--- config.mk ---
export PLATFORM = sky130hd
export DESIGN_NAME = tdc_phase_sampler_flat
export DESIGN_NICKNAME = d
export VERILOG_FILES = /design/src/rtl/tdc_phase_sampler_if.sv /design/src/rtl/tdc_phase_sampler.sv /design/src/flat_wrapper.sv
export SDC_FILE = /design/constraint.sdc
export NUM_CORES = 1
export LEC_CHECK = 0
export ABC_AREA = 1
export ABC_CLOCK_PERIOD_IN_PS = 4300
export CAP_MARGIN = 0
export CORE_MARGIN = 10
export CORE_UTILIZATION = 52
export CTS_CLUSTER_DIAMETER = 100
export CTS_CLUSTER_SIZE = 40
export DETAILED_ROUTE_END_ITERATION = 12
export PLACE_DENSITY = 0.77
export SYNTH_ARGS = -nofsm -noshare
export SYNTH_HDL_FRONTEND = slang
export SYNTH_SLANG_ARGS = --single-unit
--- constraint.sdc ---
create_clock -name clk -period 4.3 [get_ports clk]
set_input_delay 0.645 -clock clk [delete_from_list [all_inputs] [get_ports clk]]
set_output_delay 0.645 -clock clk [all_outputs]
set_load 0.01 [all_outputs]
--- src/rtl/tdc_phase_sampler_if.sv ---
// Bundle between the ring-oscillator sampler and its consumer: enable,
// raw inverter taps, and the decoded phase / diff / window results.
interface tdc_phase_sampler_if #(
  parameter int N_INV = 16,
  parameter int ACC_W = 12
);
  localparam int PH_W = $clog2(2 * N_INV);

  logic             en;
  logic [N_INV-1:0] inv_out;
  logic [PH_W-1:0]  phase;
  logic             phase_vld;
  logic [PH_W-1:0]  phase_diff;
  logic             diff_vld;
  logic             bubble_err;
  logic [ACC_W-1:0] win_sum;
  logic             win_done;

  modport master (
    output en, inv_out,
    input  phase, phase_vld, phase_diff, diff_vld, bubble_err, win_sum, win_done
  );

  modport slave (
    input  en, inv_out,
    output phase, phase_vld, phase_diff, diff_vld, bubble_err, win_sum, win_done
  );
endinterface

--- src/rtl/tdc_phase_sampler.sv ---
// TDC fine-phase stage: synchronise ring taps, normalise to thermometer code,
// encode to a 5-bit phase, and accumulate wrap-around phase steps per window.
module tdc_phase_sampler #(
  parameter int N_INV    = 16,
  parameter int WIN_LOG2 = 4,
  parameter int ACC_W    = 12
) (
  input  logic              clk,
  input  logic              rst,
  tdc_phase_sampler_if.slave bus
);
  localparam int PH_W = $clog2(2 * N_INV);
  localparam logic [N_INV-1:0] POL_MASK = {(N_INV/2){2'b10}};
  // The IDLE edge that sees en counts as the first of the three fill cycles.
  localparam logic [1:0] FILL_LAST = 2'd1;

  typedef enum logic [1:0] {IDLE, FILL, RUN} state_e;

  function automatic logic [PH_W-1:0] popcnt(input logic [N_INV-1:0] v);
    logic [PH_W-1:0] c;
    c = '0;
    for (int i = 0; i < N_INV; i++) c = c + PH_W'(v[i]);
    return c;
  endfunction

  function automatic logic [PH_W-1:0] encode(input logic [N_INV-1:0] n);
    if (n[N_INV-1]) return PH_W'(N_INV) + popcnt(~n);
    else            return popcnt(n);
  endfunction

  function automatic logic is_bubble(input logic [N_INV-1:0] n);
    logic [N_INV-2:0] edges;
    edges = n[N_INV-1:1] ^ n[N_INV-2:0];
    return popcnt({1'b0, edges}) > PH_W'(1);
  endfunction

  state_e           state_q, state_d;
  logic [N_INV-1:0] s1_q, s2_q;
  logic [1:0]       fill_q, fill_d;
  logic [PH_W-1:0]  phase_q, phase_d;
  logic [PH_W-1:0]  diff_q, diff_d;
  logic             bubble_q, bubble_d;
  logic             pvld_q, pvld_d;
  logic             dvld_q, dvld_d;
  logic [ACC_W-1:0] acc_q, acc_d;
  logic [WIN_LOG2-1:0] cnt_q, cnt_d;
  logic [ACC_W-1:0] wsum_q, wsum_d;
  logic             wdone_q, wdone_d;

  logic [N_INV-1:0] norm;
  logic [PH_W-1:0]  p_enc;
  logic             p_bub;
  logic [ACC_W-1:0] diff_ext;

  assign norm     = s2_q ^ POL_MASK;
  assign p_enc    = encode(norm);
  assign p_bub    = is_bubble(norm);
  assign diff_ext = {{(ACC_W-PH_W){1'b0}}, diff_q};

  always_comb begin
    state_d  = state_q;
    fill_d   = fill_q;
    phase_d  = phase_q;
    diff_d   = diff_q;
    bubble_d = bubble_q;
    pvld_d   = 1'b0;
    dvld_d   = 1'b0;
    acc_d    = acc_q;
    cnt_d    = cnt_q;
    wsum_d   = wsum_q;
    wdone_d  = 1'b0;

    if (bus.en) begin
      phase_d  = p_enc;
      diff_d   = p_enc - phase_q;
      bubble_d = p_bub;
    end

    unique case (state_q)
      IDLE: begin
        if (bus.en) begin
          state_d = FILL;
          fill_d  = '0;
        end
      end
      FILL: begin
        if (!bus.en) begin
          state_d = IDLE;
        end else if (fill_q == FILL_LAST) begin
          state_d = RUN;
          pvld_d  = 1'b1;
        end else begin
          fill_d = fill_q + 2'd1;
        end
      end
      RUN: begin
        if (!bus.en) begin
          state_d = IDLE;
        end else begin
          pvld_d = 1'b1;
          // The first RUN phase has no predecessor, so diffs start one cycle later.
          dvld_d = 1'b1;
          if (dvld_q) begin
            if (cnt_q == {WIN_LOG2{1'b1}}) begin
              wsum_d  = acc_q + diff_ext;
              wdone_d = 1'b1;
              acc_d   = '0;
              cnt_d   = '0;
            end else begin
              acc_d = acc_q + diff_ext;
              cnt_d = cnt_q + 1'b1;
            end
          end
        end
      end
      default: state_d = IDLE;
    endcase

    if (!bus.en) begin
      acc_d  = '0;
      cnt_d  = '0;
      fill_d = '0;
    end
  end

  always_ff @(posedge clk) begin
    if (rst) begin
      state_q  <= IDLE;
      s1_q     <= '0;
      s2_q     <= '0;
      fill_q   <= '0;
      phase_q  <= '0;
      diff_q   <= '0;
      bubble_q <= 1'b0;
      pvld_q   <= 1'b0;
      dvld_q   <= 1'b0;
      acc_q    <= '0;
      cnt_q    <= '0;
      wsum_q   <= '0;
      wdone_q  <= 1'b0;
    end else begin
      state_q  <= state_d;
      s1_q     <= bus.inv_out;
      s2_q     <= s1_q;
      fill_q   <= fill_d;
      phase_q  <= phase_d;
      diff_q   <= diff_d;
      bubble_q <= bubble_d;
      pvld_q   <= pvld_d;
      dvld_q   <= dvld_d;
      acc_q    <= acc_d;
      cnt_q    <= cnt_d;
      wsum_q   <= wsum_d;
      wdone_q  <= wdone_d;
    end
  end

  assign bus.phase      = phase_q;
  assign bus.phase_vld  = pvld_q;
  assign bus.phase_diff = diff_q;
  assign bus.diff_vld   = dvld_q;
  assign bus.bubble_err = bubble_q;
  assign bus.win_sum    = wsum_q;
  assign bus.win_done   = wdone_q;
endmodule

--- src/flat_wrapper.sv ---
// flat-port wrapper written by rule: the top's interface ports become plain ports
module tdc_phase_sampler_flat 
#(
  parameter int N_INV    = 16,
  parameter int WIN_LOG2 = 4,
  parameter int ACC_W    = 12
)
  (clk, rst, bus_en, bus_inv_out, bus_phase, bus_phase_vld, bus_phase_diff, bus_diff_vld, bus_bubble_err, bus_win_sum, bus_win_done);
  tdc_phase_sampler_if #(.N_INV(N_INV), .ACC_W(ACC_W)) bus_i ();
  input  logic clk;
  input  logic rst;
  input wire logic [$bits(bus_i.en)-1:0] bus_en;
  input wire logic [$bits(bus_i.inv_out)-1:0] bus_inv_out;
  output wire logic [$bits(bus_i.phase)-1:0] bus_phase;
  output wire logic [$bits(bus_i.phase_vld)-1:0] bus_phase_vld;
  output wire logic [$bits(bus_i.phase_diff)-1:0] bus_phase_diff;
  output wire logic [$bits(bus_i.diff_vld)-1:0] bus_diff_vld;
  output wire logic [$bits(bus_i.bubble_err)-1:0] bus_bubble_err;
  output wire logic [$bits(bus_i.win_sum)-1:0] bus_win_sum;
  output wire logic [$bits(bus_i.win_done)-1:0] bus_win_done;
  assign bus_i.en = bus_en;
  assign bus_i.inv_out = bus_inv_out;
  assign bus_phase = bus_i.phase;
  assign bus_phase_vld = bus_i.phase_vld;
  assign bus_phase_diff = bus_i.phase_diff;
  assign bus_diff_vld = bus_i.diff_vld;
  assign bus_bubble_err = bus_i.bubble_err;
  assign bus_win_sum = bus_i.win_sum;
  assign bus_win_done = bus_i.win_done;
  tdc_phase_sampler #(.N_INV(N_INV), .WIN_LOG2(WIN_LOG2), .ACC_W(ACC_W)) u_core (.clk(clk), .rst(rst), .bus(bus_i));
endmodule
**Yosys cells after proc, flatten, opt, wreduce, memory -nomap -nowiden**

Index checks and enable logic that the tools add are counted.
W data, S select, Z words.

- Add/subtract/negate cells: 49
- $lt $le $gt $ge: 1
- Eq/ne operators: 8
- Mux-type cells: 15
- Bitwise logic cells: 6
- Reduce and logical (&&, ||, !) cells: 9

Operator list:

| kind | count |
|---|---|
| $add A5 B1 Y5 | 41 |
| $not A16 Y16 | 1 |
| $xor A15 B15 Y15 | 1 |
| $add A12 B5 Y12 | 1 |
| $mux W12 | 1 |
| $mux W2 | 5 |
| $not A8 Y8 | 1 |
| $add A1 B1 Y2 | 3 |
| $ne A2 B2 Y1 const B | 3 |
| $pmux W2 S3 | 1 |
| $add A5 B5 Y5 const A | 1 |
| $gt A5 B1 Y1 const B | 1 |
| $mux W5 | 1 |
| $sub A5 B5 Y5 | 1 |
| $add A4 B1 Y4 const B | 1 |
| $eq A2 B1 Y1 const B | 2 |
| $eq A4 B4 Y1 const B | 1 |
| $mux W1 | 4 |
| $mux W4 | 1 |
| $pmux W2 S2 | 1 |
| $reduce_and A2 Y1 | 2 |
| $reduce_and A4 Y1 | 1 |
| $reduce_or A2 Y1 | 2 |
| $reduce_or A4 Y1 | 1 |
| other kinds (8) | 10 |

- Flip-flop bits (word level): 78
- Input port bits: 19
- Output and inout bits: 26
- Word-level logic and storage cells: 101

**Logic depth before layout (Yosys ltp)**

- Word-level depth: 20
- Mapped depth: 23
- Mapped depth without buffers: 23

**Worst setup path before layout**

OpenSTA, ideal clock, no wires.

- Path type: register to register
- Start: register u_core.s2_q[0]
- End: register u_core.diff_q[4] (netlist: u_core.bus.phase_diff[4])
- Setup time: 110 ps
- Data arrival time: 4517 ps
- Required time: 4190 ps
- Path slack: -328 ps
- Stages on the path, launching flop included: 20
- Path buffers: 0
- Period minus slack after synthesis: 4628 ps
- Cells stage by stage: dfxtp_1 -> inv_1 -> ha_1 -> fa_1 -> inv_1 -> fa_1 -> fa_1 -> inv_1 -> fa_1 -> fa_1 -> inv_1 -> fa_1 -> mux2i_1 -> fa_1 -> nand3_1 -> nand2_1 -> xnor2_1 -> nand3_1 -> nand2_1 -> nor2_1

- Cells in the longest elaborated chain, start to end: 19
- Elaborated cells on any way between the ends: 34
- Those cells by class: add/sub: 32; mux: 1; bitwise: 1

RTL lines:

| item | line | text |
|---|---|---|
| start, declared | tdc_phase_sampler.sv:38 | `logic [N_INV-1:0] s1_q, s2_q;` |
| start signal, assigned | tdc_phase_sampler.sv:144 | `s2_q <= s1_q;` |
| $not A16 Y16 | tdc_phase_sampler.sv:27 | `if (n[N_INV-1]) return PH_W'(N_INV) + popcnt(~n);` |
| $add A1 B1 Y2 | tdc_phase_sampler.sv:22 | `for (int i = 0; i < N_INV; i++) c = c + PH_W'(v[i]);` |
| $add A5 B1 Y5 (14 in series) | tdc_phase_sampler.sv:22 |  |
| $add A5 B5 Y5 | tdc_phase_sampler.sv:27 |  |
| $mux W5 (*) | tdc_phase_sampler.sv:27 |  |
| named net u_core.p_enc[1] | tdc_phase_sampler.sv:51 | `logic [PH_W-1:0] p_enc;` |
| $sub A5 B5 Y5 (*) | tdc_phase_sampler.sv:75 | `diff_d = p_enc - phase_q;` |
| end signal, assigned | tdc_phase_sampler.sv:147 | `diff_q <= diff_d;` |
| end, declared | tdc_phase_sampler.sv:41 | `logic [PH_W-1:0] diff_q, diff_d;` |

The timed path passes the listed nets; every way through them passes the cells marked *.
A chain may end at the register's enable or synchronous reset.

**Worst setup path in the final report**

Same ends and word-level chain as after synthesis.

==> run_results.csv <==
group,metric,value,unit
synth,yosys_register_bits,78,
sta,final_max_slew_viol_count,0,
synth,synth_xor_xnor_area_share,3.67,%
synth,post_synth_num_cell_types,36,
sta,period_utilization,107,%
layout,nFillCells,679,
power_and_ir_drop,power-per-cell-area,432,nW/um^2
synth,synth.mux.area_fraction,0.442,%
place,gp_routability_congestion,0.876,
synth,seq_area_frac_synth,34.5,%
critical_path,critPathCaptureType,"flop",
sta,timing.fmax,216,MHz
floorplan,io_pins,45,
critical_path,cp_data_arrival_time,4.87,ns
synth,synth-adder-area-share,22.3,%
power_and_ir_drop,leakagePower,2.61,nW
worst_hold_path,hold_depth,2,
floorplan,start_util,54.3,%
sta,min_period,4.62,ns
floorplan,floorplan.die_area,12800,um^2
critical_path,r2r_setup_slack,-0.32,ns
floorplan,die_y,113,um
sta,final.setup_skew,0.00807,ns
worst_hold_path,hold_class,"flop to flop",
flow_run,drv_cap,0,
routing,viasPerCell,5.10,
layout,final_cell_count_no_fill,752,
synth,postSynthNetCount,654,
grt,first_pass_grt_wire_length,17.5,mm
critical_path,timing.setup.critical_path_class,"flop to flop",
routing,detailedRoute.firstPassIterationCount,5,
cts,cts-htree-levels,3,
run_status,violations,"setup timing",
layout,layout-area-overhead-vs-synth,24.1,%
power_and_ir_drop,irDropWorstVdd,0.222,mV
critical_path,critical_path.reg2reg.startpoint,"u_core.s2_q[0]$_SDFF_PP0_",
routing,final_antenna_net_count,0,
critical_path,ff2ff_path_depth,19,
routing,routedWlPerCell,13.8,um
power_and_ir_drop,total_power,2.43,mW
run_status,outcome,"finished with violations",
routing,detailedRoute.firstIterationViolations,132,
worst_hold_path,min_from,"u_core.s1_q[4]$_SDFF_PP0_",
cts,tritoncts_clock_tree,"built",
synth,synth_top_family_by_area,"adder cells",
place,dp_slack,-0.310,ns
place,place_inst,732,
synth,post_synth.cell_area_avg,7.91,um^2
cts,cts.root.buffer_cell,"sky130_fd_sc_hd__clkbuf_8",
synth,synth_simple_gate_area_share,19.0,%
grt,global_route.usage.total,16.4,%
grt,globalRouteOverflowTotal,0,
synth,syn-cell-area,4530,um^2
sta,timing.final.ws_setup,-0.320,ns
layout,finalNetCount,724,
floorplan,std_cell_rows,33,
sta,slew_worst_pin,0.736,ns
critical_path,cp_max_fo,3,
routing,route.detailed.drc,0,
cts,cts_buffers,9,
sta,finalHoldViolCount,0,
layout,final_common_cell,"sky130_fd_sc_hd__inv_1",
layout,most_frequent_cells_in_the_layout,"117 x sky130_fd_sc_hd__inv_1, 86 x sky130_fd_sc_hd__nand2_1, 76 x sky130_fd_sc_hd__dfxtp_1",
layout,layout-drive-gt1-share,12.7,%
place,hpwlAfterDp,7.71,mm
layout,utilization,67.4,%
synth,synth-compound-area-share,8.23,%
floorplan,floorplan.core_area,8340,um^2
synth,syn_inst,573,
sta,rsz0062_at_grt,"true",
cts,cts.sink_count,78,
critical_path,cp_data_required_time,4.55,ns
place,place.port_buffers,44,
routing,detailroute.via_count,3832,
synth,synthesis.yosys.warnings,0,
grt,grt_max_degree,37,
sta,slew_headroom,50.8,%
cts,path_clk_slew,0.08,ns
grt,antenna_found_initial,0,
layout,diodes,0,
sta,setup_violations,6,
routing,drt_wl_total,10.4,mm
worst_hold_path,hold_path_end,"u_core.s2_q[4]$_SDFF_PP0_",
cts,ctsLongestPathBuffers,2,
cts,insertion_delay,0.35,ns
floorplan,die-width,113,um
critical_path,endpoint_of_the_most_critical_register_to_register_path,"u_core.bus.phase_diff[4]$_SDFFE_PP0P_",
critical_path,cp-start-kind,"flop",
grt,via_count_of_the_first_global_routing_pass,3846,
registers in the layout, summed over array words and instances, names as in the netlist, 2 cells and up:
register,flops
u_core.s2_q,16
u_core.acc_q,12
u_core.bus.win_sum,12
u_core.cnt_q,4
u_core.state_q,2
u_core.bus.phase,5
u_core.s1_q,16
u_core.fill_q,2
u_core.bus.phase_diff,5
repair_timing:
item	4_1_cts	5_1_grt
endpoints found under the setup margin	5	6
gates cloned	0	0
hold buffers	0	0
setup buffers	2	3
endpoints found under the hold margin	0	0
gates resized for setup	8	19
pin swaps	1	7
how the worst max path moves through the flow:
stage | startpoint | end | slack (ns) | cells past startpoint
after detailed placement | u_core.s2_q[0]$_SDFF_PP0_ | u_core.bus.phase_diff[4]$_SDFFE_PP0P_ | -0.31 | 21
after floorplan | u_core.s2_q[0]$_SDFF_PP0_ | u_core.bus.phase_diff[4]$_SDFFE_PP0P_ | -0.11 | 19
after CTS | u_core.s2_q[0]$_SDFF_PP0_ | u_core.bus.phase_diff[4]$_SDFFE_PP0P_ | -0.27 | 19
after global placement | u_core.s2_q[0]$_SDFF_PP0_ | u_core.bus.phase_diff[4]$_SDFFE_PP0P_ | -0.21 | 19
final | u_core.s2_q[0]$_SDFF_PP0_ | u_core.bus.phase_diff[4]$_SDFFE_PP0P_ | -0.32 | 19
after global routing | u_core.s2_q[0]$_SDFF_PP0_ | u_core.bus.phase_diff[4]$_SDFFE_PP0P_ | -0.53 | 19
routing by layer:
layer  global-route usage, %  wire, um  vias up
li1                        -         -     1893
met5                       0         0        -
met1                    18.2      4240     1825
met3                    3.06       515       22
met2                    30.3      5380       92
met4                    6.26       223        0
logic make-up (layout without fill, tap and decap cells):
group | Yosys count | in the layout
AO/OA/AOI/OAI | 66 | 66
buffers and inverters | 139 | 213
XOR/XNOR | 19 | 19
adder cells (fa/ha/maj) | 62 | 62
multiplexers | 2 | 2
flip-flops | 78 | 78
AND/OR/NAND/NOR | 207 | 207
through the flow:
step / cell area, um^2 / setup TNS [ns] / hold WS, ns
2_1_floorplan: 4560 / -0.130 / 0.381
3_5_place_dp: 5240 / -1.11 / 0.393
5_1_grt: 5620 / -2.18 / 0.421
6_report: 5620 / -1.28 / 0.399
3_3_place_gp: 5240 / -0.641 / 0.393
4_1_cts: 5490 / -0.898 / 0.400
cells in the mapped netlist:
cell type	count	area, um^2
sky130_fd_sc_hd__nor2_1	74	278
sky130_fd_sc_hd__inv_1	121	454
sky130_fd_sc_hd__nand2_1	88	330
sky130_fd_sc_hd__nor4_1	1	6.26
sky130_fd_sc_hd__o21ai_1	2	10.0
sky130_fd_sc_hd__o22ai_1	2	12.5
sky130_fd_sc_hd__a31o_2	1	8.76
sky130_fd_sc_hd__a211o_1	1	8.76
sky130_fd_sc_hd__fa_1	31	621
sky130_fd_sc_hd__o21ai_2	1	8.76
sky130_fd_sc_hd__nor3_4	1	16.3
sky130_fd_sc_hd__nand4_1	4	25.0
sky130_fd_sc_hd__inv_2	4	15.0
sky130_fd_sc_hd__or2_2	2	12.5
sky130_fd_sc_hd__buf_6	1	11.3
sky130_fd_sc_hd__a211oi_1	3	22.5
sky130_fd_sc_hd__buf_4	1	7.51
sky130_fd_sc_hd__a31oi_1	2	12.5
sky130_fd_sc_hd__ha_1	31	388
sky130_fd_sc_hd__a22oi_1	1	7.51
sky130_fd_sc_hd__nand3_1	33	165
sky130_fd_sc_hd__o21ai_0	24	120
sky130_fd_sc_hd__a21o_1	1	7.51
sky130_fd_sc_hd__or2_1	1	6.26
sky130_fd_sc_hd__nand2_2	1	6.26
sky130_fd_sc_hd__clkbuf_1	6	22.5
sky130_fd_sc_hd__dfxtp_1	78	1560
sky130_fd_sc_hd__o21bai_1	1	7.51
sky130_fd_sc_hd__nand3b_1	2	15.0
sky130_fd_sc_hd__o211ai_1	3	22.5
sky130_fd_sc_hd__xor2_1	8	70.1
sky130_fd_sc_hd__mux2i_1	2	20.0
sky130_fd_sc_hd__a21oi_1	23	115
sky130_fd_sc_hd__buf_2	6	30.0
sky130_fd_sc_hd__a21oi_2	1	8.76
sky130_fd_sc_hd__xnor2_1	11	96.3
critical path, stage by stage (launching register included):
cell and delay, ns:
sky130_fd_sc_hd__dfxtp_2 0.34, sky130_fd_sc_hd__inv_2 0.04, sky130_fd_sc_hd__ha_4 0.25, sky130_fd_sc_hd__fa_1 0.54, sky130_fd_sc_hd__inv_1 0.07, sky130_fd_sc_hd__fa_1 0.53
sky130_fd_sc_hd__fa_1 0.43, sky130_fd_sc_hd__fa_1 0.49, sky130_fd_sc_hd__inv_1 0.05, sky130_fd_sc_hd__fa_2 0.34, sky130_fd_sc_hd__inv_1 0.08, sky130_fd_sc_hd__fa_1 0.44
sky130_fd_sc_hd__mux2i_4 0.20, sky130_fd_sc_hd__fa_2 0.23, sky130_fd_sc_hd__nand3_1 0.08, sky130_fd_sc_hd__nand2_2 0.09, sky130_fd_sc_hd__xnor2_2 0.11, sky130_fd_sc_hd__nand3_1 0.08
sky130_fd_sc_hd__nand2_1 0.06, sky130_fd_sc_hd__nor2_1 0.06
power breakdown:
part / internal (mW) / total, mW / switching (mW) / leakage, nW
Sequential: 0.763 / 0.798 / 0.0355 / 0.640
Clock: 0.324 / 0.592 / 0.268 / 0.109
Combinational: 0.520 / 1.04 / 0.520 / 1.86
layout make-up:
cell class | instances | area [um^2] | area share (%)
clock buffer | 9 | 124 | 2.20
clock inverter | 6 | 87.6 | 1.56
inverter | 125 | 469 | 8.34
multi-input combinational | 356 | 2570 | 45.8
sequential | 78 | 1570 | 27.9
tap | 105 | 131 | 2.34
timing repair buffer | 73 | 669 | 11.9
Power figures use the tool's default switching activity.
